**src/rtl/sub_serial32.sv**
```systemverilog
`default_nettype none
// ============================================================================
// Module   : sub_serial32
// Purpose  : Multi-cycle two's-complement subtractor, diff = a - b over WIDTH
//            bits. One SLICE-bit chunk is processed per clock, LSB chunk
//            first. A registered carry links consecutive chunks.
//            Valid/ready handshakes are provided on the input and output sides.
// Ports    : clk       - single clock, rising edge
//            reset     - synchronous, active-high
//            in_valid  - operands a/b valid
//            in_ready  - block can accept operands (IDLE and not in reset)
//            a, b      - minuend, subtrahend (WIDTH bits)
//            out_valid - result valid (held until out_ready)
//            out_ready - consumer accepts the result
//            diff      - a - b modulo 2^WIDTH
//            borrow    - 1 iff a < b (unsigned)
//            overflow  - signed overflow of a - b
// Revision : 1.0 - initial release
// ============================================================================
module sub_serial32 #(
    parameter int WIDTH = 32,
    parameter int SLICE = 16
) (
    input  logic             clk,
    input  logic             reset,
    input  logic             in_valid,
    output logic             in_ready,
    input  logic [WIDTH-1:0] a,
    input  logic [WIDTH-1:0] b,
    output logic             out_valid,
    input  logic             out_ready,
    output logic [WIDTH-1:0] diff,
    output logic             borrow,
    output logic             overflow
);

    // WIDTH must be a whole multiple of SLICE.
    localparam int c_nslice = WIDTH / SLICE;
    // Keep the index at least one bit wide so NSLICE=1 remains legal.
    localparam int c_idx_w  = (c_nslice > 1) ? $clog2(c_nslice) : 1;
    localparam logic [c_idx_w-1:0] c_last_idx = c_idx_w'(c_nslice - 1);

    typedef enum logic [1:0] {
        IDLE = 2'd0,
        RUN  = 2'd1,
        DONE = 2'd2
    } state_t;

    state_t               r_state;
    logic [WIDTH-1:0]     r_a;
    logic [WIDTH-1:0]     r_b;        // holds ~b so subtraction becomes addition
    logic [WIDTH-1:0]     r_diff;
    logic [c_idx_w-1:0]   r_idx;
    logic                 r_carry;
    logic                 r_out_valid;
    logic                 r_borrow;
    logic                 r_overflow;

    logic [SLICE-1:0]     w_a_chunk;
    logic [SLICE-1:0]     w_b_chunk;
    logic [SLICE:0]       w_sum;

    assign w_a_chunk = r_a[r_idx*SLICE +: SLICE];
    assign w_b_chunk = r_b[r_idx*SLICE +: SLICE];
    assign w_sum     = {1'b0, w_a_chunk} + {1'b0, w_b_chunk} + {{SLICE{1'b0}}, r_carry};

    always_ff @(posedge clk) begin
        if (reset) begin
            r_state     <= IDLE;
            r_out_valid <= 1'b0;
            r_diff      <= '0;
            r_borrow    <= 1'b0;
            r_overflow  <= 1'b0;
            r_idx       <= '0;
            r_carry     <= 1'b0;
        end else begin
            case (r_state)
                IDLE: begin
                    if (in_valid) begin
                        r_a     <= a;
                        r_b     <= ~b;
                        r_carry <= 1'b1;   // the +1 of the two's-complement negate
                        r_idx   <= '0;
                        r_state <= RUN;
                    end
                end
                RUN: begin
                    r_diff[r_idx*SLICE +: SLICE] <= w_sum[SLICE-1:0];
                    r_carry <= w_sum[SLICE];
                    r_idx   <= r_idx + 1'b1;
                    if (r_idx == c_last_idx) begin
                        // No carry out of a + ~b + 1 means the subtraction borrowed.
                        r_borrow    <= ~w_sum[SLICE];
                        // Operand signs differ (a MSB equals the inverted b MSB)
                        // and the result sign departs from the minuend sign.
                        r_overflow  <= (r_a[WIDTH-1] == r_b[WIDTH-1]) &
                                       (w_sum[SLICE-1] != r_a[WIDTH-1]);
                        r_out_valid <= 1'b1;
                        r_state     <= DONE;
                    end
                end
                DONE: begin
                    if (out_ready) begin
                        r_out_valid <= 1'b0;
                        r_state     <= IDLE;
                    end
                end
                default: begin
                    r_state <= IDLE;
                end
            endcase
        end
    end

    // Gated by reset so the producer never sees ready while reset is high.
    assign in_ready  = (r_state == IDLE) && !reset;
    assign out_valid = r_out_valid;
    assign diff      = r_diff;
    assign borrow    = r_borrow;
    assign overflow  = r_overflow;

endmodule
`default_nettype wire
```
**config.mk**
```make
export PLATFORM = sky130hd
export DESIGN_NAME = sub_serial32
export DESIGN_NICKNAME = d
export VERILOG_FILES = /design/src/rtl/sub_serial32.sv
export SDC_FILE = /design/constraint.sdc
export NUM_CORES = 1
export LEC_CHECK = 0
export ABC_AREA = 1
export BUFFER_PORTS_ARGS = -buffer_cell sky130_fd_sc_hd__buf_2
export CAP_MARGIN = 20
export CORE_ASPECT_RATIO = 1.25
export CORE_MARGIN = 10
export CORE_UTILIZATION = 45
export CTS_CLUSTER_SIZE = 28
export DETAILED_ROUTE_END_ITERATION = 10
export PLACE_DENSITY = 0.66
export SYNTH_ARGS = -nofsm -noshare
export SYNTH_HDL_FRONTEND = slang
export SYNTH_SLANG_ARGS = --single-unit
```
**constraint.sdc**
```tcl
create_clock -name clk -period 6.95 [get_ports clk]
set_input_delay 0.695 -clock clk [delete_from_list [all_inputs] [get_ports clk]]
set_output_delay 0.695 -clock clk [all_outputs]
set_load 0.03 [all_outputs]
```
Word-level counts from Yosys, hierarchy flattened

Index checks and enable logic that the tools add are counted.
W data, S select, Z words.

$add $sub $neg: 4
$mul: 0
Divide/modulo/power cells: 0
Order comparisons: 0
Equal/unequal tests: 7
Shift-type cells: 4
Multiplexer cells: 12
Bitwise logic cells: 4
Reductions and logical operators: 10

Operators by type and width:

| kind                       | count |
|---|---|
| $shiftx A32 B6 Y16         | 2 |
| $neg A5 Y34                | 1 |
| $shift A16 B34 Y32 const A | 1 |
| $shiftx A16 B34 Y32        | 1 |
| $bwmux W32                 | 1 |
| $not A32 Y32               | 1 |
| $add A16 B16 Y17           | 1 |
| $add A17 B1 Y17            | 1 |
| $reduce_and A3 Y1          | 3 |
| $mux W2                    | 3 |
| $ne A2 B2 Y1 const B       | 3 |
| $pmux W1 S2                | 3 |
| $pmux W2 S3                | 1 |
| $mux W1                    | 4 |
| $reduce_and A2 Y1          | 2 |
| $reduce_bool A2 Y1         | 2 |
| $eq A2 B1 Y1 const B       | 1 |
| $eq A2 B2 Y1 const B       | 1 |
| $logic_not A2 Y1           | 1 |
| $not A1 Y1                 | 2 |
| $add A1 B1 Y1 const B      | 1 |
| $and A1 B1 Y1              | 1 |
| $eq A1 B1 Y1               | 1 |
| $logic_and A1 B1 Y1        | 1 |
| other kinds (2)            | 2 |

Flip-flop bits (word level): 103
Bits in latches: 0
Memory bits (writable): 0
ROM bits: 0
Input bits: 68
Output and inout port bits: 36
Word-level logic and storage cells: 50
Memories: 0

Depth between registers and ports, before layout

Gate-level depths: netlist (run 1).

Depth in word-level cells: 5
Depth in mapped cells: 17
Mapped depth without buffers: 15

Worst setup path after synthesis (run 1)

Ideal clock, no wire load.

Path type: in2reg
Start point: in reset
End point: reg r_a[0] (enable)
Setup time: 0.487 ns
Arrival time: 3.975 ns
Path slack: 2.488 ns
Stages on the path: 5
Buffers on the path: 2
Cell sequence: buf_2 inv_1 clkbuf_1 nand2_1 nor2_1

Cells in the longest elaborated chain, start to end: 2

RTL lines:

| item                               | RTL line | source |
|---|---|---|
| from (decl)                        | 25       | `input logic reset,` |
| $not A1 Y1 (no source line)        | n/a      |  |
| $reduce_and A3 Y1 (no source line) | n/a      |  |
| to (signal assigned)               | 80       | `r_a <= a;` |
| to (decl)                          | 50       | `logic [WIDTH-1:0] r_a;` |

No other way between the ends.
A chain may end at the register's enable or synchronous reset.

Final worst setup path (run 1)

Start point: reg r_idx
End point: reg r_diff[14] (netlist: diff[14])

Cells in the longest elaborated chain, start to end: 5

RTL lines:

| item                                         | RTL line | source |
|---|---|---|
| from (decl)                                  | 53       | `logic [c_idx_w-1:0] r_idx;` |
| from (signal assigned)                       | 90       | `r_idx <= r_idx + 1'b1;` |
| $shiftx A32 B6 Y16, on equally long branches | 63, 64   |  |
| $add A16 B16 Y17                             | 65       | `assign w_sum = {1'b0, w_a_chunk} + {1'b0, w_b_chunk} + {{SLICE{1'b0}}, r_carry};` |
| $add A17 B1 Y17                              | 65       |  |
| $shiftx A16 B34 Y32                          | 88       | `r_diff[r_idx*SLICE +: SLICE] <= w_sum[SLICE-1:0];` |
| $bwmux W32 (*)                               | 88       |  |
| to (signal, indexed assignment)              | 88       |  |
| to (decl)                                    | 52       | `logic [WIDTH-1:0] r_diff;` |

Every way passes the cells marked *; elsewhere a longest branch is shown, timed or not.

==> parameters.txt, run 1 <==
Parameter                              Value

Outcome
  Outcome ... complete, no violations

Final layout
  Finished Layout Cells ... 774
  Final-layout fill cell count ... about 1,000
  Number of diodes added for antenna fixing ... 0
  Fraction of layout cells with a size suffix above 1 ... 0.227
  Synthesis-to-layout area growth ... 18.6%
  Final Util ... 0.544
  Net total in the final layout ... ~720

Detailed routing
  Number of detailed-routing iterations run before antenna repair ... 4
  Post-route antenna net violation count ... 0
  Number of vias per cell after detailed routing ... between 4 and 5
  Overall via count from detail_route ... between 3,000 and 4,000
  DR DRC count ... 0
  Iteration-0 DRC Markers ... between 200 and 250
  Drt wl/cell ... ~14 um
  Routed wire length ... around 10,000 um

Flow run
  Count of max-cap constraint violations ... 0

Synth
  Post-synth cell types ... 36
  Part of the Yosys area used for sequential elements ... 0.558
  Average footprint of a synthesized cell ... about 9.0 um2
  FF+latch count, synth ... around 100
  FFs w/ async S/R, synth ... 0
  Fraction of synthesized cell area taken by the top area cell type ... 0.397
  Dominant register cell in the synthesized netlist ... sky130_fd_sc_hd__edfxtp_1
  Post-synthesis cell type with the largest combined area ... sky130_fd_sc_hd__edfxtp_1
  Net count after synthesis ... slightly above 600
  Number of enable flip-flop cells after synthesis ... between 60 and 70
  Syn. warnings ... 0
  Most area-consuming cells after synthesis ... sky130_fd_sc_hd__edfxtp_1 (40%), sky130_fd_sc_hd__dfxtp_1 (16%), sky130_fd_sc_hd__nand2_1 (12%), sky130_fd_sc_hd__inv_1 (6.3%), sky130_fd_sc_hd__ha_1 (3.9%)
  Post-synthesis cell count ... roughly 540
  Cell area after synthesis ... between 0.004 and 0.005 mm2

Die
  Initial Util ... 0.458
  Overall die area ... roughly 0.015 mm2
  Area of the core ... 0.0106 mm2
  Total I/O pin count ... approximately 100
  Number of placement rows ... 42
  Width of the chip ... about 110 um
  Chip Height ... ~140 um

Power and ir drop
  Part of the total power dissipated in combinational logic ... 0.228
  Highest ir drop seen on vdd ... around 0.17 mV
  Static leakage ... 2.90 nW
  Clock network power share ... 0.310
  PnR Total Power ... between 1.5 and 2 mW
  Switching share of power ... 0.309
  Power Density ... approximately 270 mW/mm2
  Switching pwr ... approximately 0.47 mW
  Sequential fraction of design power ... 0.462
  Power Internal ... roughly 1.1 mW

Setup path
  Endpoint required time on the critical path ... between 7 and 8 ns
  Category of the worst setup path capture point ... flop
  Type of the worst setup path ... flop to flop
  Element type at the critical path start ... flop
  Crit path DAT ... 3.24 ns
  Crit-path max FO ... 34

Clocking
  Post-cts gate resize count ... 0
  CTS clock-pin slew for the worst setup and hold paths ... 0.07 ns
  Clk sink count ... 103
  Clock latency reported for the late side of the worst-skew pair ... between 0.3 and 0.4 ns
  Worst-case clock buffer depth ... 2
  Number of buffers inserted to repair setup after CTS ... 0
  TritonCTS Buffers ... 9
  CTS H-Tree Depth ... 3
  CTS Hold Buffers Added ... 0
  Root buf cell ... sky130_fd_sc_hd__clkbuf_16
  CTS tree ... yes

Timing
  Unrepaired setup endpoints after global routing ... false
  Sum of negative setup slack ... 0 ns
  Final setup violation count ... 0
  Worst Max-Slew Pin Slew ... 0.894 ns
  Max-Slew Margin vs Limit ... 0.403
  Final Cycle Share ... 0.431
  Final-report hold violation count ... 0
  Maximum achievable frequency ... ~330 MHz
  Final max-slew violation count ... 0
  Shortest period the worst path allows ... between 2 and 3 ns
  Layout Skew ... just under 0.009 ns

Placement
  Number of instances in the placed design ... roughly 760
  Gpl congestion ... between 0.8 and 0.9
  Total half-perimeter wirelength after legalization and detailed placement ... between 8000 and 9000 um
  Number of buffers inserted by port buffering ... roughly 100

GRT
  Antenna violations before repair ... 0
  Total global-route track usage ... 0.138
  Number of global-route vias before repair ... approximately 3,700
  Global-route wire length before repair ... between 15,000 and 20,000 um
  Global route overflow ... 0
  Pin count of the biggest net entering global routing ... 65

Worst hold path
  Class of the tightest hold or removal check ... flop to flop
-- final cells by class --
cell class / count / area [um2] / share of cell area
sequential: 103 / 2700 / 0.471
multi-input combinational: 331 / 1740 / 0.302
timing repair buffer: 105 / 531 / 0.0924
inverter: 87 / 327 / 0.0569
clock buffer: 9 / 225 / 0.0392
tap: 132 / 165 / 0.0288
clock inverter: 7 / 56.3 / 0.00981
-- metrics by stage --
stage	hold slack (ns)	worst slack, ns	cell area [um2]
floorplan	0.490	2.49	4840
global placement	0.451	4.07	5460
detailed placement	0.461	3.94	5460
CTS	0.471	3.93	5740
global route	0.502	3.65	5740
finish	0.471	3.95	5740
-- cells by family after synthesis --
kind of cell	count (synthesis)	synth area share
AOI/OAI and AO/OA	73	0.0954
adders and majority gates	17	0.0470
buffers and inverters	104	0.0848
xor gates and xnor gates	7	0.0127
DFF	103	0.558
and+or+nand+nor	234	0.202
-- placed cells by master (no fill, tap or decap), types with 2 or more instances in the layout --
master and n:
sky130_fd_sc_hd__nor2_4 2, sky130_fd_sc_hd__a21oi_2 5, sky130_fd_sc_hd__nor2_1 33, sky130_fd_sc_hd__xnor2_1 2, sky130_fd_sc_hd__clkbuf_16 9, sky130_fd_sc_hd__nand3b_1 4, sky130_fd_sc_hd__nor2_2 2, sky130_fd_sc_hd__buf_4 2
sky130_fd_sc_hd__fa_1 2, sky130_fd_sc_hd__o21a_1 10, sky130_fd_sc_hd__inv_6 2, sky130_fd_sc_hd__clkinv_4 3, sky130_fd_sc_hd__buf_2 103, sky130_fd_sc_hd__nand4_1 2, sky130_fd_sc_hd__edfxtp_1 64, sky130_fd_sc_hd__inv_2 6
sky130_fd_sc_hd__o21bai_1 14, sky130_fd_sc_hd__nand2_1 156, sky130_fd_sc_hd__o21ai_1 4, sky130_fd_sc_hd__xor2_1 5, sky130_fd_sc_hd__dfxtp_1 39, sky130_fd_sc_hd__a21oi_1 13, sky130_fd_sc_hd__nand3_1 23, sky130_fd_sc_hd__o21ai_0 22
sky130_fd_sc_hd__ha_1 15, sky130_fd_sc_hd__o211ai_1 2, sky130_fd_sc_hd__nand2_2 6, sky130_fd_sc_hd__inv_1 81
-- sequential cells by signal, summed over array words and instances, names as in the netlist --
name / cells
r_a: 32
r_state: 2
overflow: 1
out_valid: 1
r_carry: 1
r_idx: 1
diff: 32
r_b: 32
borrow: 1
-- power groups by stage --
stage	clock, mW	sequential [mW]	combinational (mW)
after floorplan	0	0.749	0.224
after global placement	0	0.718	0.345
after detailed placement	0	0.718	0.351
after CTS	0.485	0.705	0.352
after global routing	0.511	0.708	0.396
final	0.473	0.704	0.348
-- path summary, 6_finish.rpt --
kind | end | slack (ns) | start | cells after the start
hold / removal | out_valid$_SDFFE_PP0P_ | 0.47 | out_valid$_SDFFE_PP0P_ | 2
hold reg to reg | out_valid$_SDFFE_PP0P_ | 0.47 | out_valid$_SDFFE_PP0P_ | 2
setup / recovery | diff[14]$_SDFFE_PP0P_ | 3.95 | r_idx$_SDFFE_PP0P_ | 15
setup reg to reg | diff[14]$_SDFFE_PP0P_ | 3.95 | r_idx$_SDFFE_PP0P_ | 15
-- metal layers --
metal | part of all wire | track usage
met1 | 0.43 | 0.162
met2 | 0.49 | 0.231
met3 | 0.059 | 0.0423
met4 | 0.015 | 0.0508
met5 | 0 | 0
-- cell usage after synthesis (2+ instances only) --
| library cell | number |
|---|---|
| sky130_fd_sc_hd__nand2_1 | 156 |
| sky130_fd_sc_hd__inv_1 | 81 |
| sky130_fd_sc_hd__edfxtp_1 | 64 |
| sky130_fd_sc_hd__dfxtp_1 | 39 |
| sky130_fd_sc_hd__nor2_1 | 34 |
| sky130_fd_sc_hd__nand3_1 | 23 |
| sky130_fd_sc_hd__o21ai_0 | 22 |
| sky130_fd_sc_hd__ha_1 | 15 |
| sky130_fd_sc_hd__o21bai_1 | 14 |
| sky130_fd_sc_hd__a21oi_1 | 13 |
| sky130_fd_sc_hd__o21a_1 | 10 |
| sky130_fd_sc_hd__clkbuf_1 | 8 |
| sky130_fd_sc_hd__buf_2 | 7 |
| sky130_fd_sc_hd__inv_2 | 6 |
| sky130_fd_sc_hd__nand2_2 | 6 |
| sky130_fd_sc_hd__a21oi_2 | 5 |
| sky130_fd_sc_hd__xor2_1 | 5 |
| sky130_fd_sc_hd__nand3b_1 | 4 |
| sky130_fd_sc_hd__o21ai_1 | 4 |
| sky130_fd_sc_hd__fa_1 | 2 |
| sky130_fd_sc_hd__nand4_1 | 2 |
| sky130_fd_sc_hd__nor2_2 | 2 |
| sky130_fd_sc_hd__o211ai_1 | 2 |
| sky130_fd_sc_hd__xnor2_1 | 2 |
-- critical path, stage by stage, from the launching register on --
cell and delay (ns):
sky130_fd_sc_hd__dfxtp_1 0.31, sky130_fd_sc_hd__buf_4 0.30, sky130_fd_sc_hd__inv_2 0.32, sky130_fd_sc_hd__nand2_1 0.14, sky130_fd_sc_hd__nand2_1 0.07, sky130_fd_sc_hd__fa_1 0.43, sky130_fd_sc_hd__fa_1 0.42, sky130_fd_sc_hd__nand3_1 0.12
sky130_fd_sc_hd__nand2_2 0.09, sky130_fd_sc_hd__a21boi_2 0.19, sky130_fd_sc_hd__nand2b_1 0.15, sky130_fd_sc_hd__nand2_1 0.05, sky130_fd_sc_hd__nand2_1 0.07, sky130_fd_sc_hd__nand3_1 0.06, sky130_fd_sc_hd__nand2_1 0.09, sky130_fd_sc_hd__inv_1 0.03
No activity file was read; power rests on OpenSTA's default activity.
==> inputs of run 2 (changes only) <==
==> constraint.sdc (replaced) <==
create_clock -name clk -period 3 [get_ports clk]
set_input_delay 0.3 -clock clk [delete_from_list [all_inputs] [get_ports clk]]
set_output_delay 0.3 -clock clk [all_outputs]
set_load 0.03 [all_outputs]
==> run 2 against run 1 <==
Net effect:
- routed wire length grew 0.64%
- worst setup slack got worse by 3.4 ns
- global-route usage increased by 0.11 points
- non-clock buffer count rose by 3
- combinational power is 130% higher
- fmax increased by 22%
- final area is 0.68% higher
- clock skew barely moved
- die area stayed put
- first-iteration DRC count fell by 18%
- critical path type unchanged
- largest cell class unchanged
==> parameters.txt, run 2 (synthesis results as in run 1) <==
Parameter                              Value

Outcome
  Outcome ... complete, no violations

Detailed routing
  Number of vias per cell after detailed routing ... around 4.7
  Post-route antenna net violation count ... 0
  Number of detailed-routing iterations run before antenna repair ... 4
  Drt wl/cell ... between 10 and 15 um
  Iteration-0 DRC Markers ... 190
  Routed wire length ... around 11,000 um
  Overall via count from detail_route ... between 3,000 and 4,000
  DR DRC count ... 0

Setup path
  Element type at the critical path start ... flop
  Endpoint required time on the critical path ... roughly 3.2 ns
  Endpoint of the worst register-to-register path ... r_carry$_SDFFE_PP0P_
  Crit-path max FO ... 5
  Crit path DAT ... around 2.7 ns
  R2R Setup Slk ... 0.55 ns
  Depth of the most critical reg-to-reg path ... 13
  Type of the worst setup path ... flop to flop
  Worst R2R Start ... r_idx$_SDFFE_PP0P_
  Category of the worst setup path capture point ... flop

Timing
  Layout Skew ... just under 0.009 ns
  Maximum achievable frequency ... roughly 410 MHz
  Sum of negative setup slack ... 0 ns
  Max-Slew Margin vs Limit ... 0.477
  Worst Max-Slew Pin Slew ... around 0.78 ns
  Shortest period the worst path allows ... between 2 and 2.5 ns
  Final max-slew violation count ... 0
  Final setup violation count ... 0
  Final Cycle Share ... 0.818
  Final-report hold violation count ... 0
  Unrepaired setup endpoints after global routing ... false

Power and ir drop
  Switching share of power ... 0.300
  Part of the total power dissipated in combinational logic ... 0.227
  Static leakage ... about 2.9 nW
  Highest ir drop seen on vdd ... roughly 0.32 mV
  Clock network power share ... 0.321
  Switching pwr ... between 1 and 1.5 mW
  Power Density ... around 620 mW/mm2
  Sequential fraction of design power ... 0.453
  Power Internal ... around 2.5 mW
  PnR Total Power ... 3.60 mW

Final layout
  Final Util ... 0.547
  Most frequent cells in the layout ... sky130_fd_sc_hd__nand2_1 (156), sky130_fd_sc_hd__buf_2 (103), sky130_fd_sc_hd__inv_1 (81)
  Finished Layout Cells ... 777
  Net total in the final layout ... around 730
  Cell area after layout ... 0.00578 mm2
  Number of diodes added for antenna fixing ... 0
  Most common cell after layout, fill and taps aside ... sky130_fd_sc_hd__nand2_1
  Synthesis-to-layout area growth ... 19.4%
  Fraction of layout cells with a size suffix above 1 ... 0.229

Die
  Total I/O pin count ... between 100 and 150
  Chip Height ... between 100 and 150 um
  Initial Util ... 0.458
  Width of the chip ... 113 um
  Number of placement rows ... 42
  Overall die area ... approximately 0.015 mm2
  Area of the core ... 0.0106 mm2

Clocking
  Post-cts gate resize count ... 0
  CTS Hold Buffers Added ... 0
  TritonCTS Buffers ... 9
  Worst-case clock buffer depth ... 2
  CTS H-Tree Depth ... 3
  CTS tree ... yes
  Root buf cell ... sky130_fd_sc_hd__clkbuf_16
  Clock latency reported for the late side of the worst-skew pair ... 0.34 ns
  CTS clock-pin slew for the worst setup and hold paths ... approximately 0.070 ns
  Clk sink count ... between 100 and 150
  Number of buffers inserted to repair setup after CTS ... 0

Placement
  Number of instances in the placed design ... about 760
  Gpl congestion ... approximately 0.83
  Number of buffers inserted by port buffering ... roughly 100
  Total cell area at the placement stage ... approximately 0.0055 mm2
  Total half-perimeter wirelength after legalization and detailed placement ... approximately 8100 um

GRT
  Antenna violations before repair ... 0
  Global route overflow ... 0
  Total global-route track usage ... 0.139
  Number of global-route vias before repair ... around 3,700
  Global-route wire length before repair ... roughly 18,000 um
  Pin count of the biggest net entering global routing ... 65

Worst hold path
  Worst hold path cell count ... 1
  Capture endpoint of the worst hold path ... r_a[20]$_DFFE_PP_
  Launch point of the worst hold path ... a[20]
  Class of the tightest hold or removal check ... primary input to flop

Flow run
  Count of max-cap constraint violations ... 0
[run 2: cell count changes in the layout (fill, tap and decap cells not counted)]
cell and delta:
sky130_fd_sc_hd__clkinv_2 -1, sky130_fd_sc_hd__clkinvlp_4 +3, sky130_fd_sc_hd__inv_6 -1, sky130_fd_sc_hd__buf_4 +3
sky130_fd_sc_hd__bufinv_16 +1, sky130_fd_sc_hd__clkbuf_1 +1, sky130_fd_sc_hd__clkinv_4 -3
[run 2: worst max-delay path by stage]
stage                       startpoint               endpoint  slack [ns]  cells after the start
detailed placement  r_idx$_SDFFE_PP0P_   r_carry$_SDFFE_PP0P_        0.52                     13
finish              r_idx$_SDFFE_PP0P_   r_carry$_SDFFE_PP0P_        0.55                     13
floorplan           r_idx$_SDFFE_PP0P_  diff[14]$_SDFFE_PP0P_        0.50                     16
global placement    r_idx$_SDFFE_PP0P_   r_carry$_SDFFE_PP0P_        0.59                     13
CTS                 r_idx$_SDFFE_PP0P_   r_carry$_SDFFE_PP0P_        0.51                     13
global route        r_idx$_SDFFE_PP0P_  diff[30]$_SDFFE_PP0P_        0.32                     14
[run 2: critical path, cell delays in order (launching register included)]
cell	delay (ns)
sky130_fd_sc_hd__dfxtp_1	0.41
sky130_fd_sc_hd__inv_2	0.10
sky130_fd_sc_hd__nand2_1	0.06
sky130_fd_sc_hd__nand2_1	0.07
sky130_fd_sc_hd__fa_1	0.43
sky130_fd_sc_hd__fa_1	0.41
sky130_fd_sc_hd__nand3_1	0.11
sky130_fd_sc_hd__nand2_2	0.09
sky130_fd_sc_hd__nand3_1	0.09
sky130_fd_sc_hd__nand3_1	0.14
sky130_fd_sc_hd__nand2_1	0.09
sky130_fd_sc_hd__nand3b_1	0.14
sky130_fd_sc_hd__o21ai_1	0.15
sky130_fd_sc_hd__inv_1	0.04
[run 2: metrics by stage]
step | worst slack (ns) | hold WS (ns)
detailed placement | 0.520 | 0.452
finish | 0.547 | 0.127
CTS | 0.513 | 0.118
global route | 0.325 | 0.108
global placement | 0.588 | 0.447
floorplan | 0.504 | 0.399
[run 2: power by group through the flow]
| stage | clock network, mW | logic [mW] | registers [mW] |
|---|---|---|---|
| 2_1_floorplan | 0 | 0.520 | 1.73 |
| 3_3_place_gp | 0 | 0.806 | 1.66 |
| 3_5_place_dp | 0 | 0.819 | 1.66 |
| 4_1_cts | 1.17 | 0.824 | 1.63 |
| 5_1_grt | 1.24 | 0.925 | 1.64 |
| 6_report | 1.16 | 0.817 | 1.63 |
[run 2: cell type report]
| type | count | area [um2] |
|---|---|---|
| Fill cell | 976 | 4780 |
| Sequential cell | 103 | 2700 |
| Multi-Input combinational cell | 331 | 1740 |
| Timing Repair Buffer | 108 | 553 |
| Inverter | 87 | 327 |
| Clock buffer | 10 | 229 |
| Tap cell | 132 | 165 |
| Clock inverter | 6 | 68.8 |
[run 2: routing by layer]
layer | vias up | wire [um] | global-route usage
met1 | 1667 | 4520 | 0.163
met3 | 16 | 554 | 0.0388
met4 | 0 | 218 | 0.0629
met2 | 82 | 5270 | 0.231
met5 | - | 0 | 0
li1 | 1916 | - | -
==> inputs of run 3 (changes only) <==
==> constraint.sdc (replaced) <==
create_clock -name clk -period 2.5 [get_ports clk]
set_input_delay 0.25 -clock clk [delete_from_list [all_inputs] [get_ports clk]]
set_output_delay 0.25 -clock clk [all_outputs]
set_load 0.03 [all_outputs]
==> run 3 against run 2 <==
Net effect:
- worst setup slack worse by 0.37 ns
- combinational power up 24%
- non-clock buffer count up 2
- final area up 1.0%
- clock-buffer cell count up 1
- critical path depth down 1
- first-iteration DRC count down 36%
- via count up 1.9%
- flip-flop and latch count unchanged
- fmax up 5.7%
- die area unchanged
- critical endpoint is now borrow$_SDFFE_PP0P_
==> parameters.txt, run 3 (synthesis results as in run 1) <==
Parameter                              Value

Die
  Number of placement rows ... 42
  Initial Util ... 0.458
  Width of the chip ... between 100 and 150 um
  Total I/O pin count ... approximately 100
  Overall die area ... approximately 0.015 mm2
  Area of the core ... 0.0106 mm2
  Chip Height ... 136 um

Power and ir drop
  Highest ir drop seen on vdd ... approximately 0.36 mV
  Part of the total power dissipated in combinational logic ... 0.232
  Switching pwr ... 1.29 mW
  Switching share of power ... 0.298
  Static leakage ... approximately 3 nW
  Clock network power share ... 0.316
  Sequential fraction of design power ... 0.452
  Power Density ... between 700 and 800 mW/mm2
  Power Internal ... slightly above 3 mW

Clocking
  CTS Hold Buffers Added ... 0
  CTS H-Tree Depth ... 3
  Clk sink count ... between 100 and 150
  Root buf cell ... sky130_fd_sc_hd__clkbuf_16
  CTS tree ... yes
  Worst-case clock buffer depth ... 2
  TritonCTS Buffers ... 9
  CTS clock-pin slew for the worst setup and hold paths ... approximately 0.07 ns
  Clock latency reported for the late side of the worst-skew pair ... about 0.34 ns

Setup path
  R2R Setup Slk ... 0.18 ns
  Crit path DAT ... around 2.6 ns
  Type of the worst setup path ... flop to flop
  Worst R2R Start ... r_idx$_SDFFE_PP0P_
  Endpoint required time on the critical path ... between 2 and 3 ns
  Category of the worst setup path capture point ... flop
  Crit-path max FO ... 30
  Element type at the critical path start ... flop
  Endpoint of the worst register-to-register path ... borrow$_SDFFE_PP0P_
  End point of the critical path ... borrow$_SDFFE_PP0P_
  Crit path from ... r_idx$_SDFFE_PP0P_
  Depth of the most critical reg-to-reg path ... 12

Placement
  Total half-perimeter wirelength after legalization and detailed placement ... just over 8000 um
  Minimum setup slack after placement ... 0.0126 ns
  Number of buffers inserted by port buffering ... between 100 and 150
  Gpl congestion ... around 0.84

Detailed routing
  Drt wl/cell ... 13.8 um
  Overall via count from detail_route ... approximately 3,800
  Post-route antenna net violation count ... 0
  DR DRC count ... 0
  Routed wire length ... between 10,000 and 15,000 um
  Number of detailed-routing iterations run before antenna repair ... 4
  Iteration-0 DRC Markers ... roughly 120
  Number of vias per cell after detailed routing ... 4.81

GRT
  Total global-route track usage ... 0.139
  Global-route wire length before repair ... 17,600 um
  Number of global-route vias before repair ... 3,790
  Pin count of the biggest net entering global routing ... 65
  Global route overflow ... 0
  Antenna violations before repair ... 0

Timing
  Max-Slew Margin vs Limit ... 0.596
  Layout Skew ... between 0.007 and 0.008 ns
  Shortest period the worst path allows ... ~2.3 ns
  Worst Max-Slew Pin Slew ... 0.604 ns
  Maximum achievable frequency ... approximately 430 MHz
  Final Cycle Share ... 0.929
  Sum of negative setup slack ... 0 ns
  Setup ws final ... roughly 0.18 ns
  Final setup violation count ... 0
  Final max-slew violation count ... 0
  Final-report hold violation count ... 0

Worst hold path
  Worst hold path cell count ... 1
  Class of the tightest hold or removal check ... primary input to flop

Final layout
  Fraction of layout cells with a size suffix above 1 ... 0.240
  Number of diodes added for antenna fixing ... 0
  Most common cell after layout, fill and taps aside ... sky130_fd_sc_hd__nand2_1
  Net total in the final layout ... 727
  Most frequent cells in the layout ... sky130_fd_sc_hd__nand2_1 (156), sky130_fd_sc_hd__buf_2 (103), sky130_fd_sc_hd__inv_1 (81)
  Final-layout fill cell count ... slightly below 1,000
  Synthesis-to-layout area growth ... 20.6%

Outcome
  Outcome ... complete, no violations

Flow run
  Count of max-cap constraint violations ... 0
==> run 3: cell types whose count changed in the layout (fill, tap and decap cells not counted), moves of 2 or more <==
cell / before / now
sky130_fd_sc_hd__clkinvlp_4: 4 / 0
sky130_fd_sc_hd__buf_12: 0 / 2
sky130_fd_sc_hd__clkbuf_8: 0 / 2
sky130_fd_sc_hd__clkinv_4: 0 / 2
sky130_fd_sc_hd__fa_1: 2 / 0
sky130_fd_sc_hd__fa_2: 0 / 2
==> run 3: final cells by class <==
type / instances / area (um2) / share of cell area
clock buffer: 11 / 253 / 0.0433
multi-input combinational: 331 / 1750 / 0.299
tap: 132 / 165 / 0.0283
clock inverter: 5 / 46.3 / 0.00793
timing repair buffer: 110 / 597 / 0.102
inverter: 87 / 327 / 0.0559
sequential: 103 / 2710 / 0.463
==> run 3: repair_timing <==
| item | CTS | global route |
|---|---|---|
| resized for setup | 1 | 8 |
| buffers inserted | 0 | 1 |
| gates cloned | 0 | 0 |
| pin swaps | 0 | 2 |
| endpoints found under the setup margin | 1 | 16 |
==> run 3: per-stage QoR <==
step	cells	instance area (um2)	utilization	hold slack, ns	total power, mW
final	779	5840	0.553	0.0793	4.34
after global routing	779	5840	0.553	0.0650	4.57
after CTS	778	5800	0.549	0.0695	4.36
after detailed placement	762	5500	0.521	0.428	2.99
after global placement	762	5500	0.521	0.427	2.97
after floorplan	538	4850	-	0.349	2.70
==> run 3: worst max-delay path, stage by stage (launching register included) <==
cell	delay [ns]
sky130_fd_sc_hd__dfxtp_4	0.38
sky130_fd_sc_hd__inv_2	0.08
sky130_fd_sc_hd__buf_12	0.17
sky130_fd_sc_hd__nand2_1	0.08
sky130_fd_sc_hd__nand2_1	0.06
sky130_fd_sc_hd__ha_1	0.37
sky130_fd_sc_hd__a21o_2	0.26
sky130_fd_sc_hd__a21oi_1	0.20
sky130_fd_sc_hd__nand3_2	0.15
sky130_fd_sc_hd__nand2_1	0.08
sky130_fd_sc_hd__nand3b_1	0.13
sky130_fd_sc_hd__buf_4	0.17
sky130_fd_sc_hd__a21oi_1	0.11
==> run 3: power by group through the flow <==
stage | clock network, mW | logic, mW | registers (mW)
floorplan | 0 | 0.624 | 2.08
global placement | 0 | 0.975 | 1.99
detailed placement | 0 | 0.993 | 2.00
CTS | 1.41 | 1.00 | 1.96
global route | 1.47 | 1.14 | 1.97
finish | 1.37 | 1.01 | 1.96
==> run 3: worst min path at each step <==
stage,startpoint,to
floorplan,a[0],r_a[0]$_DFFE_PP_
global placement,a[2],r_a[2]$_DFFE_PP_
detailed placement,a[31],r_a[31]$_DFFE_PP_
CTS,a[5],r_a[5]$_DFFE_PP_
global route,a[21],r_a[21]$_DFFE_PP_
finish,a[27],r_a[27]$_DFFE_PP_
==> run 3: metal layers <==
layer	vias up	share of wire	global-route usage
met5	-	0	0
met4	0	0.016	0.0544
met3	12	0.054	0.0388
met2	92	0.51	0.244
met1	1724	0.42	0.155
li1	1922	-	-
